[config.mk]
export PLATFORM = sky130hd
export DESIGN_NAME = bnn_layer_sequencer
export DESIGN_NICKNAME = d
export VERILOG_FILES = /design/src/rtl/bnn_ctrl_pkg.sv /design/src/rtl/bnn_layer_sequencer.sv
export SDC_FILE = /design/constraint.sdc
export NUM_CORES = 1
export LEC_CHECK = 0
export ABC_AREA = 1
export BUFFER_PORTS_ARGS = -buffer_cell sky130_fd_sc_hd__buf_2
export CORE_AREA = 2 2 184 186
export CTS_CLUSTER_DIAMETER = 100
export CTS_CLUSTER_SIZE = 12
export DETAILED_ROUTE_END_ITERATION = 6
export DIE_AREA = 0 0 186 188
export GPL_ROUTABILITY_DRIVEN = 0
export PLACE_DENSITY_LB_ADDON = 0.25
export SLEW_MARGIN = 15
export SYNTH_ARGS = -nofsm -noshare
export SYNTH_HDL_FRONTEND = slang
export SYNTH_SLANG_ARGS = --single-unit
[constraint.sdc]
create_clock -name clk -period 3.75 [get_ports clk]
set_input_delay 0.5625 -clock clk [delete_from_list [all_inputs] [get_ports clk]]
set_output_delay 0.5625 -clock clk [all_outputs]
set_load 0.005 [all_outputs]
[src/rtl/bnn_ctrl_pkg.sv]
// Shared types and default dimensions for the binarized-layer control path.
package bnn_ctrl_pkg;

  localparam int unsigned IN_DIM    = 16;
  localparam int unsigned OUT_DIM   = 8;
  localparam int unsigned BIT_CNT   = 4;
  localparam int unsigned MAX_TILES = 16;

  typedef enum logic [2:0] {
    IDLE  = 3'd0,
    LOAD  = 3'd1,
    FETCH = 3'd2,
    LATCH = 3'd3,
    EVAL  = 3'd4,
    EMIT  = 3'd5,
    DONE  = 3'd6
  } state_e;

endpackage

[src/rtl/bnn_layer_sequencer.sv]
// Walks one binarized layer tile by tile: loads the input vector once, fetches
// each tile's weights, latches the external datapath result and hands it out.
module bnn_layer_sequencer #(
  parameter int unsigned IN_DIM    = bnn_ctrl_pkg::IN_DIM,
  parameter int unsigned OUT_DIM   = bnn_ctrl_pkg::OUT_DIM,
  parameter int unsigned BIT_CNT   = bnn_ctrl_pkg::BIT_CNT,
  parameter int unsigned MAX_TILES = bnn_ctrl_pkg::MAX_TILES,
  localparam int unsigned TW = $clog2(MAX_TILES),
  localparam int unsigned CW = TW + 1,
  localparam int unsigned IW = IN_DIM * BIT_CNT,
  localparam int unsigned WW = OUT_DIM * IN_DIM,
  localparam int unsigned OW = OUT_DIM * BIT_CNT
) (
  input  logic          clk,
  input  logic          rst_n,
  input  logic          start,
  input  logic [CW-1:0] num_tiles,
  output logic          busy,
  output logic          done,
  input  logic          in_valid,
  output logic          in_ready,
  input  logic [IW-1:0] in_data,
  output logic          w_rd_en,
  output logic [TW-1:0] w_addr,
  input  logic [WW-1:0] w_rdata,
  output logic [IW-1:0] dp_value_in,
  output logic [WW-1:0] dp_weight,
  input  logic [OW-1:0] dp_value_out,
  output logic          out_valid,
  input  logic          out_ready,
  output logic [OW-1:0] out_data,
  output logic [TW-1:0] out_tile
);

  import bnn_ctrl_pkg::*;

  state_e        state_q, state_d;
  logic [CW-1:0] cnt_q, cnt_d;
  logic [TW-1:0] tile_q, tile_d;

  logic          busy_d, done_d, in_ready_d, w_rd_en_d, out_valid_d;
  logic [TW-1:0] w_addr_d, out_tile_d;
  logic [IW-1:0] dp_value_in_d;
  logic [WW-1:0] dp_weight_d;
  logic [OW-1:0] out_data_d;

  // Next state plus next value of every registered output.
  always_comb begin
    state_d       = state_q;
    cnt_d         = cnt_q;
    tile_d        = tile_q;
    w_addr_d      = w_addr;
    dp_value_in_d = dp_value_in;
    dp_weight_d   = dp_weight;
    out_data_d    = out_data;
    out_tile_d    = out_tile;

    case (state_q)
      IDLE: begin
        if (start) begin
          cnt_d    = (num_tiles > CW'(MAX_TILES)) ? CW'(MAX_TILES) : num_tiles;
          tile_d   = '0;
          w_addr_d = '0;
          state_d  = (num_tiles == '0) ? DONE : LOAD;
        end
      end
      LOAD: begin
        if (in_valid && in_ready) begin
          dp_value_in_d = in_data;
          state_d       = FETCH;
        end
      end
      FETCH: state_d = LATCH;
      LATCH: begin
        dp_weight_d = w_rdata;
        state_d     = EVAL;
      end
      EVAL: begin
        out_data_d = dp_value_out;
        out_tile_d = tile_q;
        state_d    = EMIT;
      end
      EMIT: begin
        // Stop at count-1 so the counter never wraps past the layer.
        if (out_valid && out_ready) begin
          if ({1'b0, tile_q} < (cnt_q - CW'(1))) begin
            tile_d  = tile_q + TW'(1);
            state_d = FETCH;
          end else begin
            state_d = DONE;
          end
        end
      end
      DONE:    state_d = IDLE;
      default: state_d = IDLE;
    endcase

    busy_d      = (state_d != IDLE);
    done_d      = (state_d == DONE);
    in_ready_d  = (state_d == LOAD);
    w_rd_en_d   = (state_d == FETCH);
    out_valid_d = (state_d == EMIT);
    if (state_d == FETCH) w_addr_d = tile_d;
  end

  always_ff @(posedge clk or negedge rst_n) begin
    if (!rst_n) begin
      state_q     <= IDLE;
      cnt_q       <= '0;
      tile_q      <= '0;
      busy        <= 1'b0;
      done        <= 1'b0;
      in_ready    <= 1'b0;
      w_rd_en     <= 1'b0;
      w_addr      <= '0;
      dp_value_in <= '0;
      dp_weight   <= '0;
      out_valid   <= 1'b0;
      out_data    <= '0;
      out_tile    <= '0;
    end else begin
      state_q     <= state_d;
      cnt_q       <= cnt_d;
      tile_q      <= tile_d;
      busy        <= busy_d;
      done        <= done_d;
      in_ready    <= in_ready_d;
      w_rd_en     <= w_rd_en_d;
      w_addr      <= w_addr_d;
      dp_value_in <= dp_value_in_d;
      dp_weight   <= dp_weight_d;
      out_valid   <= out_valid_d;
      out_data    <= out_data_d;
      out_tile    <= out_tile_d;
    end
  end

endmodule

Word level (Yosys, flattened, before mapping):

Index checks and enable logic that the tools add are counted.

* flip-flop bits (word level): 249
* bits of input ports: 234
* output and inout port bits: 237
* logic and storage cells: 50

* add/sub/neg operators: 2
* magnitude comparators: 2
* eq/ne operators: 9
* multiplexer cells: 14
* reductions and logical operators: 10

Operators with widths (count)
* two-way mux 4 bit: 6
* case mux 3 bit (6 select lines): 1
* two-way mux 3 bit: 5
* == test 3 bit, second input constant: 4
* == test 3 x 2 -> 1 bit, second input constant: 3
* case mux 4 bit (2 select lines): 1
* == test 3 x 1 -> 1 bit, second input constant: 2
* AND reduction 2 bit: 3
* > comparator 5 bit, second input constant: 1
* zero test 5 bit: 1
* < comparator 4 x 5 -> 1 bit: 1
* two-way mux 5 bit: 1
* subtractor 5 x 1 -> 5 bit, second input constant: 1
* adder 4 x 1 -> 4 bit, second input constant: 1
* nonzero test 2 bit: 2
* zero test 3 bit: 1
* nonzero test 3 bit: 1
* logical AND 1 bit: 2

Depth between registers and ports, before layout:

Gate-level depths: netlist (run 1).

* word-level depth: 8
* mapped depth: 15
* gate-level depth less buffers: 15

Least setup slack after synthesis (run 1):

No wires, ideal clock.

* kind: flip-flop to flip-flop
* from: register cnt_q[0]
* to: register w_addr[2]
* setup time: 0.121 ns
* data arrival time: 1.749 ns
* required time: 3.629 ns
* setup slack: 1.880 ns
* cell stages (with the launch flop): 15
* path buffers: 0
* clock period less this slack: 1.870 ns
* path through: dfrtp_1 > inv_1 > ha_1 > xnor2_1 > ha_1 > nand2_1 > nand2_1 > nand4_1 > nand2_1 > clkinv_2 > nand3_2 > nand2_4 > nand3_2 > nand3_1 > o21ai_1

* longest elaborated chain between the ends: 8
* elaborated cells between the ends (all ways): 13
* those cells by class: add/sub: 1; order compare: 1; eq/ne: 1; mux: 7; reduce/logical: 3

Ends and longest elaborated chain
* from (decl): RTL line bnn_layer_sequencer.sv:38 `logic [CW-1:0] cnt_q, cnt_d;`
* from (signal assigned): RTL line bnn_layer_sequencer.sv:123 `cnt_q <= cnt_d;`
* subtractor 5 x 1 -> 5 bit (*): RTL line bnn_layer_sequencer.sv:86 `if ({1'b0, tile_q} < (cnt_q - CW'(1))) begin`
* < comparator 4 x 5 -> 1 bit (*): RTL line bnn_layer_sequencer.sv:86
* two-way mux 3 bit: RTL line bnn_layer_sequencer.sv:86
* two-way mux 3 bit: RTL line bnn_layer_sequencer.sv:85 `if (out_valid && out_ready) begin`
* case mux 3 bit (6 select lines): RTL line bnn_layer_sequencer.sv:58 `case (state_q)`
* == test 3 x 2 -> 1 bit: RTL line bnn_layer_sequencer.sv:103 `if (state_d == FETCH) w_addr_d = tile_d;`
* nonzero test 2 bit (no source line)
* AND reduction 2 bit (no source line)
* to (signal assigned): RTL line bnn_layer_sequencer.sv:129 `w_addr <= w_addr_d;`
* to (decl): RTL line bnn_layer_sequencer.sv:24 `output logic [TW-1:0] w_addr,`

Mark *: on every way between the ends. The rest lies on a longest branch, timed or not.
A chain may end at the register's enable or synchronous reset.

Worst setup path after layout (run 1):

* from: register cnt_q[0]
* to: register w_addr[3]

The elaborated chain is that of the path after synthesis.

==> results of run 1 <==
sequential cells by signal, summed over array words and instances, names as in the netlist:
name         cells
dp_weight      128
dp_value_in     64
out_data        32
cnt_q            5
out_tile         4
tile_q           4
w_addr           4
state_q          3
busy             1
done             1
in_ready         1
out_valid        1
w_rd_en          1
critical path, stage by stage, from the launching register on:
cell and delay [ns]:
dfrtp_1 0.36, inv_1 0.11, ha_1 0.25, xnor2_1 0.14
ha_1 0.26, nand2_1 0.06, nand2_1 0.04, nand4_1 0.09
nand2_1 0.08, clkinv_2 0.07, nand3_2 0.10, nand2_4 0.11
nand3_2 0.13, nand3_1 0.10, o21ai_1 0.07
power by group:
group	leakage (nW)	internal (mW)	total (mW)	switching, mW
combinational	4.13	1.71	3.88	2.17
clock	0.312	1.17	2.15	0.983
sequential	3.06	3.96	4.60	0.636
total	7.51	6.84	10.6	3.79
final cells by class:
cell class	instances	area, sq um
Clock buffer	25	626
Multi-Input combinational cell	714	3120
Inverter	30	116
Antenna cell	2	5.00
Tap cell	448	561
Clock inverter	1	5.00
Fill cell	3395	20000
Timing Repair Buffer	479	2470
Sequential cell	249	6230
metrics by stage:
step / area [sq um] / setup WS [ns] / hold WS, ns / power (mW) / cells
detailed placement: 12500 / 1.62 / 0.453 / 8.61 / 1920
CTS: 13100 / 1.61 / 0.102 / 10.8 / 1946
global placement: 12500 / 1.67 / 0.448 / 8.53 / 1920
floorplan: 9640 / 1.88 / 0.267 / 6.56 / 1038
finish: 13100 / 1.66 / 0.0860 / 10.6 / 1948
global route: 13100 / 1.44 / 0.136 / 11.5 / 1948
cells by family (layout without fill, tap and decap cells):
kind of cell / after synthesis / after routing
flip-flops: 249 / 249
multiplexers: 33 / 33
other: 0 / 2
AND/OR/NAND/NOR: 660 / 660
buffers and inverters: 75 / 535
AO/OA/AOI/OAI: 14 / 14
XOR/XNOR: 2 / 2
adder cells (fa/ha/maj): 5 / 5
path summary, 6_finish.rpt:
check                             endpoint  slack (ns)  depth (start not counted)
max                              w_addr[3]        1.66                         14
min                          dp_weight[14]        0.09                          1
max reg2reg                      w_addr[3]        1.66                         14
min reg2reg                  dp_weight[20]        0.46                          2
max in group asynchronous  dp_value_in[53]        2.72                          2
min in group clk            dp_value_in[2]        0.23                          3
cells in the mapped netlist (all sizes together):
cell    count  area (sq um)
xnor2       1          8.76
nor4        1          6.26
ha          5          62.6
a21oi       2          10.0
nand4      10          62.6
mux2       33           372
nand3      15          90.1
nor2b       1          6.26
clkbuf     22          82.6
dfrtp     249          6230
nor2       15          71.3
nand2     614          2310
and2        1          6.26
xor2        1          8.76
o21ai      10          50.0
a21boi      1          7.51
buf        23           115
o22ai       1          6.26
inv        29           109
nor3        2          10.0
clkinv      1          5.00
nand3b      1          7.51
layer usage:
layer  track usage  part of all wire  wire length, microns
met3        0.0530             0.099                  2930
met4        0.0512             0.026                   779
met1         0.189              0.39                 11700
met5             0                 0                     0
met2         0.274              0.48                 14200
==> impl_results.md, run 1 <==
* Num CTS Buffers at 24
* Hold Buf Count CTS at 0
* Total nets after synthesis at 1,277
* Total negative slack at 0 ns
* First-pass DRT Iterations at 5
* Commonest non-fill, non-tap cell in the layout: nand2_1
* Initial Util at 0.291
* Main combinational cell family by area after synthesis: simple AND/OR/NAND/NOR gates
* Post-synthesis mux area share at 0.0385
* Die Height at 188 microns
* # rows at 67
* Post-Syn Instances at 1,038
* Depth of the CTS H-tree at 1
* Mean Syn Cell Area at 9.29 sq um
* Area growth syn-to-layout at 36.1%
* Util after Layout at 0.396
* Slew Limit Fails at 0
* Hold crit path type: input port to async pin
* Clk slew on worst S/H paths at 0.06 ns
* IO Pins at 471
* Drt wl/cell at 15.2 microns
* Global-route wire length before repair at 44,400 microns
* Mapped Area at 9640 sq um
* Syn. warnings at 0
* Peak VDD IR at 346 uV
* Worst endpoint data arrival time at 2.50 ns
* Yosys cell types at 29
* Nets at 1,737
* CTS tree: done
* Core area at 33,100 sq um
* RSZ-0062 raised after global routing: no
* Clk_lat worst skew at 0.52 ns
* Post-CTS sizing at 0
* Vias per Instance at 4.28
* Postcts setup bufs at 0
* Most frequent cells in the layout: nand2_1, buf_2, dfrtp_1
* Worst-Margin Slew at 1.06 ns
* Max-cap violations at 0
* IO buf count at 470
* Clk buf depth at 3
* Root buffer cell: clkbuf_16
* Synth Area in XOR/XNOR at 0.00182
* Clock sinks at 249
* PwrDens at 810 nW/um^2
* Period minus WS final at 2.09 ns
* Final Hold Fails at 0
* Detail Route Antenna Nets at 0
* Tot GR Track Use at 0.160
* Crit-path max FO at 6
* Congestion Overflow GR at 0
* Relative slew slack at 0.294
* Max Freq at 0.478 GHz
* RR Startpoint: cnt_q[0]
* Vias at 8,336
* Die area at 35,000 sq um
* CP Capture Type: register
* Clk_skew at 0.00785 ns
* P_leak at 7.51 nW
* Post-synthesis sequential area ratio at 0.646
* Outcome: finished, final reports clean
* Flops & latches, synth at 249
* Crit path launch type: register
* Final setup violation count at 0
* Simple-Gate Fraction of Synth Area at 0.267
* Tcrit/Tclk final at 0.558
* DRC at 0
* Synth Area in Compound Gates at 0.00766
* Post-synthesis adder-cell area fraction at 0.00649
* WL final at 29,500 microns
* Antenna violations before repair at 2
* Worst EP required at 4.15 ns
* Initial DRC count at 273
* Number of global-route vias before repair at 8,138
* Hpwl dp at 21,400 microns
* CP Launch Point: cnt_q[0]
* Largest net degree at the start of global routing at 129
* Ratio of cells with drive above 1 in the final layout at 0.373
* Setup CP Type: register to register
* Die W at 186 microns
Power figures use the tool's default switching activity.
==> run 2: changes to the inputs <==
Clock period 3.75 ns to 1.8 ns, I/O delays scaled along.
==> impl_results.md, run 2 (same netlist as run 1, synthesis figures left out) <==
* DRC at 0
* Initial Util at 0.291
* WL met2 at 15,400 microns
* Die Height at 188 microns
* Largest net degree at the start of global routing at 129
* Clk slew on worst S/H paths at 0.06 ns
* Metal-1 WL at 12,500 microns
* Largest regs: dp_weight: 128 flops, dp_value_in: 64 flops, out_data: 32 flops
* RR Startpoint: cnt_q[1]
* Period minus WS final at 1.87 ns
* Max-cap violations at 0
* Worst endpoint data arrival time at 2.32 ns
* Largest register FFs at 128
* Antenna violations before repair at 2
* P_leak at 8.53 nW
* Setup ws final at -0.0727 ns
* Ratio of cells with drive above 1 in the final layout at 0.335
* Crit path launch type: register
* Most frequent cells in the layout: nand2_1, buf_2, dfrtp_1
* Crit-path max FO at 4
* Root buffer cell: clkbuf_16
* Final Hold Fails at 0
* Multi-input logic area at 3160 sq um
* Met3 wire length at 2620 microns
* Num CTS Buffers at 24
* Clk_lat worst skew at 0.51 ns
* Peak VDD IR at 858 uV
* Reg2Reg Depth at 15
* Nets at 1,970
* Hold crit path type: input port to register
* Total negative slack at -0.351 ns
* Die area at 35,000 sq um
* Tcrit/Tclk final at 1.04
* RSZ-0062 raised after global routing: yes
* Clk buf depth at 3
* Relative slew slack at 0.589
* Depth of the CTS H-tree at 1
* Number of global-route vias before repair at 9,682
* Clock sinks at 249
* Area growth syn-to-layout at 61.3%
* Congestion Overflow GR at 0
* Reg-to-Reg End: w_addr[0]
* Util after Layout at 0.470
* Hpwl dp at 21,200 microns
* CP Launch Point: cnt_q[1]
* Global-route wire length before repair at 49,100 microns
* Worst-Margin Slew at 0.617 ns
* Die W at 186 microns
* Initial DRC count at 334
* Clk_skew at 0.00737 ns
* Detail Route Antenna Nets at 0
* Setup CP Type: register to register
* Slew Limit Fails at 0
* Register Area at 6230 sq um
* PwrDens at 1470 nW/um^2
* IO buf count at 470
* Drt wl/cell at 14.5 microns
* CP Capture Type: register
* Hold_ws at 0.00503 ns
* IO Pins at 471
* CTS tree: done
* Worst setup path endpoint: w_addr[0]
* Failing checks: setup timing
* # fillers at 3,090
* Outcome: finished, violations left
* Total power at 22.8 mW
* Commonest non-fill, non-tap cell in the layout: nand2_1
* Vias per Instance at 4.25
* # rows at 67
* Reg with most FFs: dp_weight
* WL final at 31,600 microns
* Vias at 9,262
* Tot GR Track Use at 0.174
* Worst EP required at 2.25 ns
* Core area at 33,100 sq um
* Highest routed layer: met4
* First-pass DRT Iterations at 4
* Final setup violation count at 9
* R2R Setup Slk at -0.07 ns
* Max Freq at 0.534 GHz
## run 2: cell types whose count changed in the layout (fill, tap and decap cells not counted), moves of 2 or more
cell / before / now
inv_1: 21 / 19
inv_2: 7 / 9
dlygate4sd3_1: 0 / 217
buf_4: 6 / 13
nand3_4: 0 / 2
nand3_1: 12 / 10
buf_6: 0 / 2
buf_12: 3 / 10
## run 2: per-stage QoR
stage | setup WS, ns | std cells | instance area [sq um]
CTS | -0.0683 | 2178 | 15500
global placement | -0.0746 | 1933 | 12700
global route | -0.190 | 2180 | 15600
floorplan | 0.0191 | 1038 | 9660
finish | -0.0727 | 2181 | 15600
detailed placement | -0.0933 | 1933 | 12700
## run 2: routing by layer
layer,global-route usage,vias to the layer above
met4,0.0648,0
li1,-,4553
met2,0.312,373
met3,0.0478,73
met1,0.196,4263
met5,0,-
## run 2: critical path, cell delays in order, from the launching register on
cell      delay, ns
dfrtp_1        0.37
inv_2          0.08
ha_4           0.14
xnor2_1        0.11
ha_1           0.26
nand2_1        0.07
nand2_1        0.04
nand4_1        0.08
nand2_1        0.08
clkinv_2       0.08
nand3_4        0.07
nand2_4        0.11
nand2_4        0.06
nor2_4         0.12
nand3_1        0.08
nand2_1        0.06
## run 2: timing repair
item / 4_1_cts / 5_1_grt
gates resized for setup: 5 / 4
hold buffers: 217 / 0
endpoints found under the hold margin: 293 / 0
buffers inserted: 2 / 1
pin swaps: 2 / 3
setup endpoints to repair: 9 / 11
## run 2: layout make-up
type                       instances  share of cell area
sequential                       249               0.401
timing repair buffer             712               0.312
multi-input combinational        714               0.203
clock buffer                      25              0.0402
tap                              448              0.0360
inverter                          30             0.00748
clock inverter                     1            0.000322
antenna                            2            0.000322
## run 2: where the power goes
part	leakage, nW	internal (mW)	switching (mW)
Clock	0.312	2.43	1.99
Sequential	3.06	8.26	1.37
Combinational	5.15	4.10	4.70
## run 2: worst min-delay path by stage
stage | start | end | slack, ns | cells past startpoint
global placement | rst_n | dp_weight[53] | 0.19 | 1
detailed placement | rst_n | dp_weight[33] | 0.18 | 1
floorplan | rst_n | busy | -0.03 | 0
global route | w_rdata[61] | dp_weight[61] | 0.01 | 3
CTS | w_rdata[61] | dp_weight[61] | 0.001 | 3
finish | w_rdata[61] | dp_weight[61] | 0.005 | 3
